**src/rtl/average_scheduler.sv**
```systemverilog
// -----------------------------------------------------------------------------
// average_scheduler
//
// Shares one external 3-stage averaging pipeline (a+b | +c | *1/3, signed Q6.8)
// between NREQ requesters. At most one operand triple is issued per clock. Each
// issued triple is tagged with its requester index and tracked through the
// averager latency. The returning average is handed back with a one-cycle strobe.
// The averager has no stall input, so the result side never backpressures.
//
// Optional build macro:
//   AVG_SCHED_PRIO_EN  defined   -> fixed priority, lowest index wins (no pointer)
//                      undefined -> round-robin (default)
//
// Ports:
//   clk        rising-edge clock
//   rst        asynchronous active-high reset
//   sched_en   1 = grant new work, 0 = stop granting and drain
//   req        per-requester "triple valid", held until granted
//   req_a/b/c  packed operands, requester i at [i*W +: W]
//   gnt        one-hot grant (combinational), triple accepted on this edge
//   op_a/b/c   registered operands driven to the averager
//   avg_in     averager result
//   res_valid  result strobe
//   res_tag    requester index owning the result
//   res_avg    average (avg_in while res_valid, else 0)
//   busy       any triple in flight
//   state      00 IDLE, 01 RUN, 10 DRAIN
// -----------------------------------------------------------------------------
module average_scheduler #(
  parameter int NREQ = 4,
  parameter int W    = 14,
  parameter int LAT  = 3,
  parameter int TAGW = 3
) (
  input  logic              clk,
  input  logic              rst,
  input  logic              sched_en,
  input  logic [NREQ-1:0]   req,
  input  logic [NREQ*W-1:0] req_a,
  input  logic [NREQ*W-1:0] req_b,
  input  logic [NREQ*W-1:0] req_c,
  output logic [NREQ-1:0]   gnt,
  output logic [W-1:0]      op_a,
  output logic [W-1:0]      op_b,
  output logic [W-1:0]      op_c,
  input  logic [W-1:0]      avg_in,
  output logic              res_valid,
  output logic [TAGW-1:0]   res_tag,
  output logic [W-1:0]      res_avg,
  output logic              busy,
  output logic [1:0]        state
);

  typedef enum logic [1:0] {
    ST_IDLE  = 2'b00,
    ST_RUN   = 2'b01,
    ST_DRAIN = 2'b10
  } state_t;

  state_t          r_state;
  logic [LAT:0]    r_vld;
  logic [TAGW-1:0] r_tag [LAT+1];
  logic [W-1:0]    r_op_a;
  logic [W-1:0]    r_op_b;
  logic [W-1:0]    r_op_c;

  logic            w_grant_en;
  logic            w_found;
  logic            w_take;
  logic [TAGW-1:0] w_win;
  logic [W-1:0]    w_a [NREQ];
  logic [W-1:0]    w_b [NREQ];
  logic [W-1:0]    w_c [NREQ];
  logic [W-1:0]    w_sel_a;
  logic [W-1:0]    w_sel_b;
  logic [W-1:0]    w_sel_c;

  // Unpack the operand buses so the winner can be selected without variable
  // part-selects.
  genvar gi;
  generate
    for (gi = 0; gi < NREQ; gi++) begin : g_unpack
      assign w_a[gi] = req_a[gi*W +: W];
      assign w_b[gi] = req_b[gi*W +: W];
      assign w_c[gi] = req_c[gi*W +: W];
    end
  endgenerate

  // Granting is allowed in RUN, and also in DRAIN the moment sched_en returns,
  // so work resumes in the same cycle the enable comes back.
  assign w_grant_en = sched_en && (r_state != ST_IDLE);

`ifdef AVG_SCHED_PRIO_EN
  // Fixed priority: scan from the top so the lowest requesting index is last
  // to write and therefore wins.
  always_comb begin
    w_found = 1'b0;
    w_win   = '0;
    for (int k = NREQ - 1; k >= 0; k--) begin
      if (req[k]) begin
        w_found = 1'b1;
        w_win   = TAGW'(k);
      end
    end
  end
`else
  logic [TAGW-1:0] r_ptr;
  logic [TAGW-1:0] w_cand [NREQ];
  logic [NREQ-1:0] w_rot;

  // w_cand[k] = (r_ptr + k) mod NREQ; r_ptr < NREQ so one subtraction suffices.
  generate
    for (gi = 0; gi < NREQ; gi++) begin : g_rr
      assign w_cand[gi] = (int'(r_ptr) + gi >= NREQ) ? TAGW'(int'(r_ptr) + gi - NREQ)
                                                     : TAGW'(int'(r_ptr) + gi);
      assign w_rot[gi]  = |(req & (NREQ'(1) << w_cand[gi]));
    end
  endgenerate

  // First requester at or after the pointer, in circular order.
  always_comb begin
    w_found = 1'b0;
    w_win   = '0;
    for (int k = 0; k < NREQ; k++) begin
      if (!w_found && w_rot[k]) begin
        w_found = 1'b1;
        w_win   = w_cand[k];
      end
    end
  end
`endif

  assign w_take = w_grant_en && w_found;

  generate
    for (gi = 0; gi < NREQ; gi++) begin : g_gnt
      assign gnt[gi] = w_take && (w_win == TAGW'(gi));
    end
  endgenerate

  always_comb begin
    w_sel_a = '0;
    w_sel_b = '0;
    w_sel_c = '0;
    for (int i = 0; i < NREQ; i++) begin
      if (w_win == TAGW'(i)) begin
        w_sel_a = w_a[i];
        w_sel_b = w_b[i];
        w_sel_c = w_c[i];
      end
    end
  end

  always_ff @(posedge clk or posedge rst) begin
    if (rst) begin
      r_state <= ST_IDLE;
      r_vld   <= '0;
      for (int s = 0; s <= LAT; s++) r_tag[s] <= '0;
      r_op_a  <= '0;
      r_op_b  <= '0;
      r_op_c  <= '0;
`ifndef AVG_SCHED_PRIO_EN
      r_ptr   <= '0;
`endif
    end else begin
      // Valid/tag pipeline mirrors the averager latency; stage LAT lines up
      // with avg_in.
      r_vld    <= {r_vld[LAT-1:0], w_take};
      r_tag[0] <= w_take ? w_win : '0;
      for (int s = 1; s <= LAT; s++) r_tag[s] <= r_tag[s-1];

      // Idle cycles leave the operands unchanged.
      if (w_take) begin
        r_op_a <= w_sel_a;
        r_op_b <= w_sel_b;
        r_op_c <= w_sel_c;
      end

`ifndef AVG_SCHED_PRIO_EN
      if (w_take) r_ptr <= (w_win == TAGW'(NREQ - 1)) ? '0 : w_win + 1'b1;
`endif

      case (r_state)
        ST_IDLE:  if (sched_en) r_state <= ST_RUN;
        ST_RUN:   if (!sched_en) r_state <= ST_DRAIN;
        ST_DRAIN: begin
          if (sched_en)    r_state <= ST_RUN;
          else if (!busy)  r_state <= ST_IDLE;
        end
        default:           r_state <= ST_IDLE;
      endcase
    end
  end

  assign op_a      = r_op_a;
  assign op_b      = r_op_b;
  assign op_c      = r_op_c;
  assign busy      = |r_vld;
  assign res_valid = r_vld[LAT];
  assign res_tag   = r_tag[LAT];
  assign res_avg   = r_vld[LAT] ? avg_in : '0;
  assign state     = r_state;

endmodule

```
**config.mk**
```make
export PLATFORM = sky130hd
export DESIGN_NAME = average_scheduler
export DESIGN_NICKNAME = d
export VERILOG_FILES = /design/src/rtl/average_scheduler.sv
export SDC_FILE = /design/constraint.sdc
export NUM_CORES = 1
export LEC_CHECK = 0
export ABC_CLOCK_PERIOD_IN_PS = 4500
export BUFFER_PORTS_ARGS = -buffer_cell sky130_fd_sc_hd__buf_2
export CAP_MARGIN = 20
export CORE_ASPECT_RATIO = 0.5
export CORE_MARGIN = 4
export CORE_UTILIZATION = 45
export CTS_CLUSTER_SIZE = 28
export DETAILED_ROUTE_END_ITERATION = 6
export GPL_ROUTABILITY_DRIVEN = 0
export PLACE_DENSITY = 0.81
export SYNTH_ARGS = -nofsm -noshare
export SYNTH_HDL_FRONTEND = slang
export SYNTH_SLANG_ARGS = --single-unit
```
**constraint.sdc**
```tcl
create_clock -name clk -period 4.5 [get_ports clk]
set_clock_uncertainty 0.15 [all_clocks]
set_input_delay 0.225 -clock clk [delete_from_list [all_inputs] [get_ports clk]]
set_output_delay 0.225 -clock clk [all_outputs]
set_load 0.05 [all_outputs]
```
==> results of run 1 <==
## area by class of cell
type	count	share of cell area [%]
clock inverters	6	2.31
diodes	1	0.0373
multi-input cells	428	38.2
inverters	50	2.80
flip-flops and latches	63	23.5
clock buffers	10	3.56
repair buffers	308	27.1
well taps	135	2.52
## logic make-up after synthesis
family | Yosys count | share of synthesized area [%]
AO/OA/AOI/OAI | 166 | 27.3
adder cells (fa/ha/maj) | 11 | 3.03
buffers and inverters | 109 | 10.1
flip-flops | 63 | 34.7
AND/OR/NAND/NOR | 251 | 24.8
## stage by stage
stage	std cells	setup slack, ps	hold WS [ps]	instance area [um^2]
after floorplan	600	691	138	4540
after global placement	946	393	181	5930
after detailed placement	946	227	187	5930
after CTS	1000	207	1.93	6700
after global routing	1001	3.82	1.79	6710
final	1001	311	-19.3	6710
## critical path, delay by kind of cell (launching register included)
family / cells / cell delay [ps]
compound gates: 5 / 1270
flops: 1 / 470
buf+inv: 4 / 840
simple gates: 1 / 190
fa+ha+maj: 2 / 710
## cells in the final DEF (no fill, tap or decap), types with 11 or more instances in the layout
master,synthesis,layout
a32oi_1,40,40
o211ai_1,42,42
and2_1,15,15
nand4_1,40,40
a31oi_1,40,40
dfrtp_1,63,63
inv_1,49,48
dlygate4sd3_1,0,38
nand2_1,128,127
nor2_1,49,48
buf_4,3,11
buf_2,6,255
## power breakdown
part           internal (W)  switching (W)  leakage (nW)  total (W)
registers          0.000819       0.000135         0.793   0.000954
logic               0.00149        0.00325          2.33    0.00474
clock network      0.000667       0.000254         0.193   0.000922
## repair_timing
item	4_1_cts	5_1_grt
setup endpoints to repair	0	38
resized for setup	0	2
buffers inserted	0	0
hold buffers	38	0
endpoints found under the hold margin	38	0
## per-layer routing
metal	vias up	GRT usage, %
li1	2688	-
met1	2763	35.1
met2	345	50.3
met3	62	5.13
met4	0	12.0
met5	-	0
## final timing paths
kind                           start       end  slack, ps
setup / recovery            r_ptr[0]    gnt[3]        310
hold / removal                   rst   op_b[4]        -20
setup reg to reg            r_ptr[0]   op_a[1]        330
hold reg to reg             r_tag[8]  r_tag[5]        200
max in group asynchronous        rst   op_c[8]       3660
min in group clk           req_a[55]  op_a[13]         10
## sequential cells by signal, indices dropped and copies added, names as in the netlist
register and flops:
op_b 14, op_c 14, op_a 14, r_vld 4
r_tag 9, res_tag 3, r_ptr 3, state 2
==> impl_metrics.toml, run 1 <==
[detailed_routing]
drtPass1Iterations = 5
met2_length_mm = 8.77
met1Wirelength_mm = 7.04
route.detailed.drc = 0
routed_wl_mm = 17.8
drt_iter0_drc = 403
final_antenna_net_count = 0
num_vias = 5858
wire_per_inst_um = 17.8
viasPerCell = 5.85
wl_met3_mm = 1.49
dr.max_layer_used = "met4"

[finish]
final_util_pct = 69.7
multi_input_area_mm2 = 0.00256
layout.nets = 1060
seqCellArea_mm2 = 0.00158
drive_gt1_share_pct = 34.9
fillers = 805
syn2layout_area_growth_pct = 47.8

[hold_path]
hold_path.class = "in -> async"

[setup_path]
critPathCaptureType = "output port"
ff2ff_path_depth = 15
arrival_ps = 3810
cp_cell_sequence = "inv_1 > ha_1 > a222oi_1 > buf_4 > o21a_1 > a21oi_1 > o22a_1 > inv_1 > ha_1 > nand3_1 > o21ai_4 > buf_2"
criticalPathCategory = "reg -> out"
crit_slowest_cell = "dfrtp_1"
required_ps = 4120
cpPeakStageDelay_ps = 470
cp-start-kind = "flip-flop"
cp_max_fo = 11

[floorplan]
die_area_mm2 = 0.0119
num_io_pins = 256
fp.coreArea_mm2 = 0.00963
fp-row-count = 25
dieHeight_um = 79.1
start_util_pct = 47.2
die_w_um = 150

[sta]
rsz0062_at_grt = "no"
hold_viol_final = 9
worstMarginPinSlew_ps = 834
clock.fmax_ghz = 0.239
max_slew_margin_pct = 44.4
setup_viol = 0
hold_ws_ps = -19.3
final.setup.tns_ps = 0
slew_viol_final = 0
min_period_ps = 4190
finalCritPeriodShare_pct = 93.1

[synth]
seq_area_frac_synth_pct = 34.7
synth_top_area_share_pct = 34.7
synth_edf_count = 0
ys.warnings.count = 0
synthFlopType = "dfrtp_1"
synthCells = 600
avgSynthCellArea_um2 = 7.57
synth.most_common_cell = "nand2_1"
syn-cell-area_mm2 = 0.00454
synthTopCellsByCount = "128 x nand2_1, 63 x dfrtp_1, 49 x inv_1, 49 x nor2_1, 46 x clkbuf_1"
yosysTopAreaCell = "dfrtp_1"
ys_async_sr_fraction_pct = 100
yosys_register_bits = 63
synth_area_leaders = "dfrtp_1 35%, nand2_1 11%, a32oi_1 7.7%"
syn-num-nets = 800
yosysUniqueCellTypes = 44

[power]
p_total_w = 0.00662
p_per_area_mw_per_mm2 = 985
ir_drop_uv = 604
p_leak_nw = 3.32

[cts]
cts.reportedPaths.clkPinSlew_ps = 60
cts_tree = "done"
clk_latency_ps = 330
clk_path_buf_depth = 2
numCtsBuffers = 9
h-tree-depth = 3
cts_root_buffer = "clkbuf_16"
cts_num_sinks = 63

[global_route]
antenna_found_initial = 1
grtUsageTotal_pct = 28.7
grt_overflow = 0
grt_pass1_vias = 5596
grt_pass1_wl_mm = 27.4
grt_max_degree = 66

[placed_design]
dp_hpwl_mm = 11.9
numPortBuffers = 255

[outcome]
violations = "negative hold slack"
status = "finished, violations left"

[flow_run]
maxCapViolCount = 0
(Power assumes the default switching activity.)
==> run 2, diff against run 1 <==
HOLD_SLACK_MARGIN = 0.1   (was not set)
==> run 2 against run 1 <==
Global-route usage is 0.24 points higher. Routed wire length is 0.94% higher. Via count grew 0.26%. Worst hold slack better by 210 ps. Clock-buffer cell count unchanged. Setup slack worse by 8.6 ps. Design area up 0.86%. Critical path type unchanged. The run now ends clean.
==> impl_metrics.toml, run 2 (same netlist as run 1, synthesis figures left out) <==
[detailed_routing]
drtPass1Iterations = 4
wire_per_inst_um = 17.9
met1Wirelength_mm = 7.16
route.detailed.drc = 0
num_vias = 5873
met2_length_mm = 8.83
viasPerCell = 5.84
wl_met3_mm = 1.49
final_antenna_net_count = 0
routed_wl_mm = 18.0
drt_iter0_drc = 426
dr.max_layer_used = "met4"

[cts]
cts_root_buffer = "clkbuf_16"
clk_path_buf_depth = 2
cts_num_sinks = 63
h-tree-depth = 3
clk_latency_ps = 330
numCtsBuffers = 9
cts.reportedPaths.clkPinSlew_ps = 50
cts_tree = "done"

[setup_path]
criticalPathCategory = "reg -> out"
crit_slowest_cell = "dfrtp_1"
required_ps = 4120
cp_max_fo = 11
cpPeakStageDelay_ps = 470
cp-start-kind = "flip-flop"
critPathCaptureType = "output port"
cp_cell_sequence = "inv_1 > ha_1 > a222oi_1 > buf_4 > o21a_1 > a21oi_1 > o22a_1 > inv_1 > ha_1 > nand3_1 > o21ai_4 > buf_2"
arrival_ps = 3820

[power]
seqPwrFrac_pct = 14.4
power_frac_clock_pct = 13.9
intPower_w = 0.00298
p_sw_share_pct = 55.1
p_leak_nw = 3.34
p_comb_share_pct = 71.6
p_per_area_mw_per_mm2 = 979
p_sw_w = 0.00365
ir_drop_uv = 608

[floorplan]
die_area_mm2 = 0.0119
fp.coreArea_mm2 = 0.00963
start_util_pct = 47.2
dieHeight_um = 79.1
fp-row-count = 25
die_w_um = 150
num_io_pins = 256

[finish]
final_common_cell = "buf_2"
layout_common_cells = "255 x buf_2, 127 x nand2_1, 63 x dfrtp_1"
antennaDiodeCount = 0
syn2layout_area_growth_pct = 49.0
drive_gt1_share_pct = 34.7
stdcell_area_mm2 = 0.00677
fillers = 791
layout.nets = 1066
stdcell_count = 1006

[placed_design]
numPortBuffers = 255
pre_cts_ws_ps = 227
place_area_mm2 = 0.00593
dp_hpwl_mm = 11.9
dp_cells = 946

[sta]
rsz0062_at_grt = "no"
hold_ws_ps = 195
hold_viol_final = 0
clock.fmax_ghz = 0.238
slew_viol_final = 0
min_period_ps = 4200
finalCritPeriodShare_pct = 93.3
worstMarginPinSlew_ps = 842
setup_ws_ps = 302
final.setup.tns_ps = 0
setup_viol = 0
max_slew_margin_pct = 43.9

[global_route]
grt_max_degree = 66
grt_overflow = 0
grt_pass1_wl_mm = 27.6
grt_pass1_vias = 5642
grtUsageTotal_pct = 28.9
antenna_found_initial = 0

[hold_path]
hold_path.class = "reg -> reg"

[flow_run]
maxCapViolCount = 0

[outcome]
status = "complete, no violations"
-- run 2: cell types whose count changed in the layout (fill, tap and decap cells not counted), sizes merged --
cell and delta:
diode -1, dlygate4sd3 +6
-- run 2: worst paths after layout --
check / startpoint / to / slack [ps] / cells after the start
worst max-delay path: r_ptr[0] / gnt[3] / 300 / 12
worst min-delay path: r_tag[8] / r_tag[5] / 200 / 0
worst max register to register: r_ptr[0] / op_a[1] / 330 / 15
worst min register to register: r_tag[8] / r_tag[5] / 200 / 0
max in group asynchronous: rst / op_c[8] / 3110 / 4
min in group asynchronous: rst / op_b[4] / 530 / 4
-- run 2: critical path, delay by kind of cell (launching register included) --
| kind | cells | cell delay [ps] |
|---|---|---|
| AOI/OAI and AO/OA | 5 | 1270 |
| and+or+nand+nor | 1 | 190 |
| buffers and inverters | 4 | 830 |
| DFF | 1 | 470 |
| adders and majority gates | 2 | 710 |
-- run 2: power by group through the flow --
stage          registers, W  logic (W)  clock network (W)
3_3_place_gp       0.000946    0.00452                  0
2_1_floorplan       0.00161    0.00268                  0
5_1_grt            0.000983    0.00512           0.000955
3_5_place_dp       0.000958    0.00463                  0
4_1_cts            0.000952    0.00467           0.000932
6_report           0.000956    0.00475           0.000924
-- run 2: layout make-up --
| class | count | area (um^2) | share of cell area [%] |
|---|---|---|---|
| clock inverter | 6 | 155 | 2.29 |
| inverter | 50 | 188 | 2.77 |
| timing repair buffer | 314 | 1880 | 27.8 |
| tap | 135 | 169 | 2.49 |
| clock buffer | 10 | 239 | 3.53 |
| multi-input combinational | 428 | 2560 | 37.9 |
| sequential | 63 | 1580 | 23.3 |
-- run 2: per-stage QoR --
| stage | util, % | total power (W) |
|---|---|---|
| final | 70.3 | 0.00663 |
| after floorplan | - | 0.00429 |
| after CTS | 70.2 | 0.00656 |
| after global routing | 70.3 | 0.00706 |
| after detailed placement | 61.5 | 0.00559 |
| after global placement | 61.5 | 0.00546 |
-- run 2: timing repair --
action	in CTS	in global routing
endpoints found under the hold margin	107	0
gates resized for setup	0	2
hold buffers	44	0
setup buffers	0	0
setup endpoints to repair	0	38
-- run 2: per-layer routing --
layer | up-vias | track usage, %
li1 | 2695 | -
met1 | 2761 | 35.3
met2 | 353 | 50.8
met3 | 64 | 5.25
met4 | 0 | 12.2
met5 | - | 0
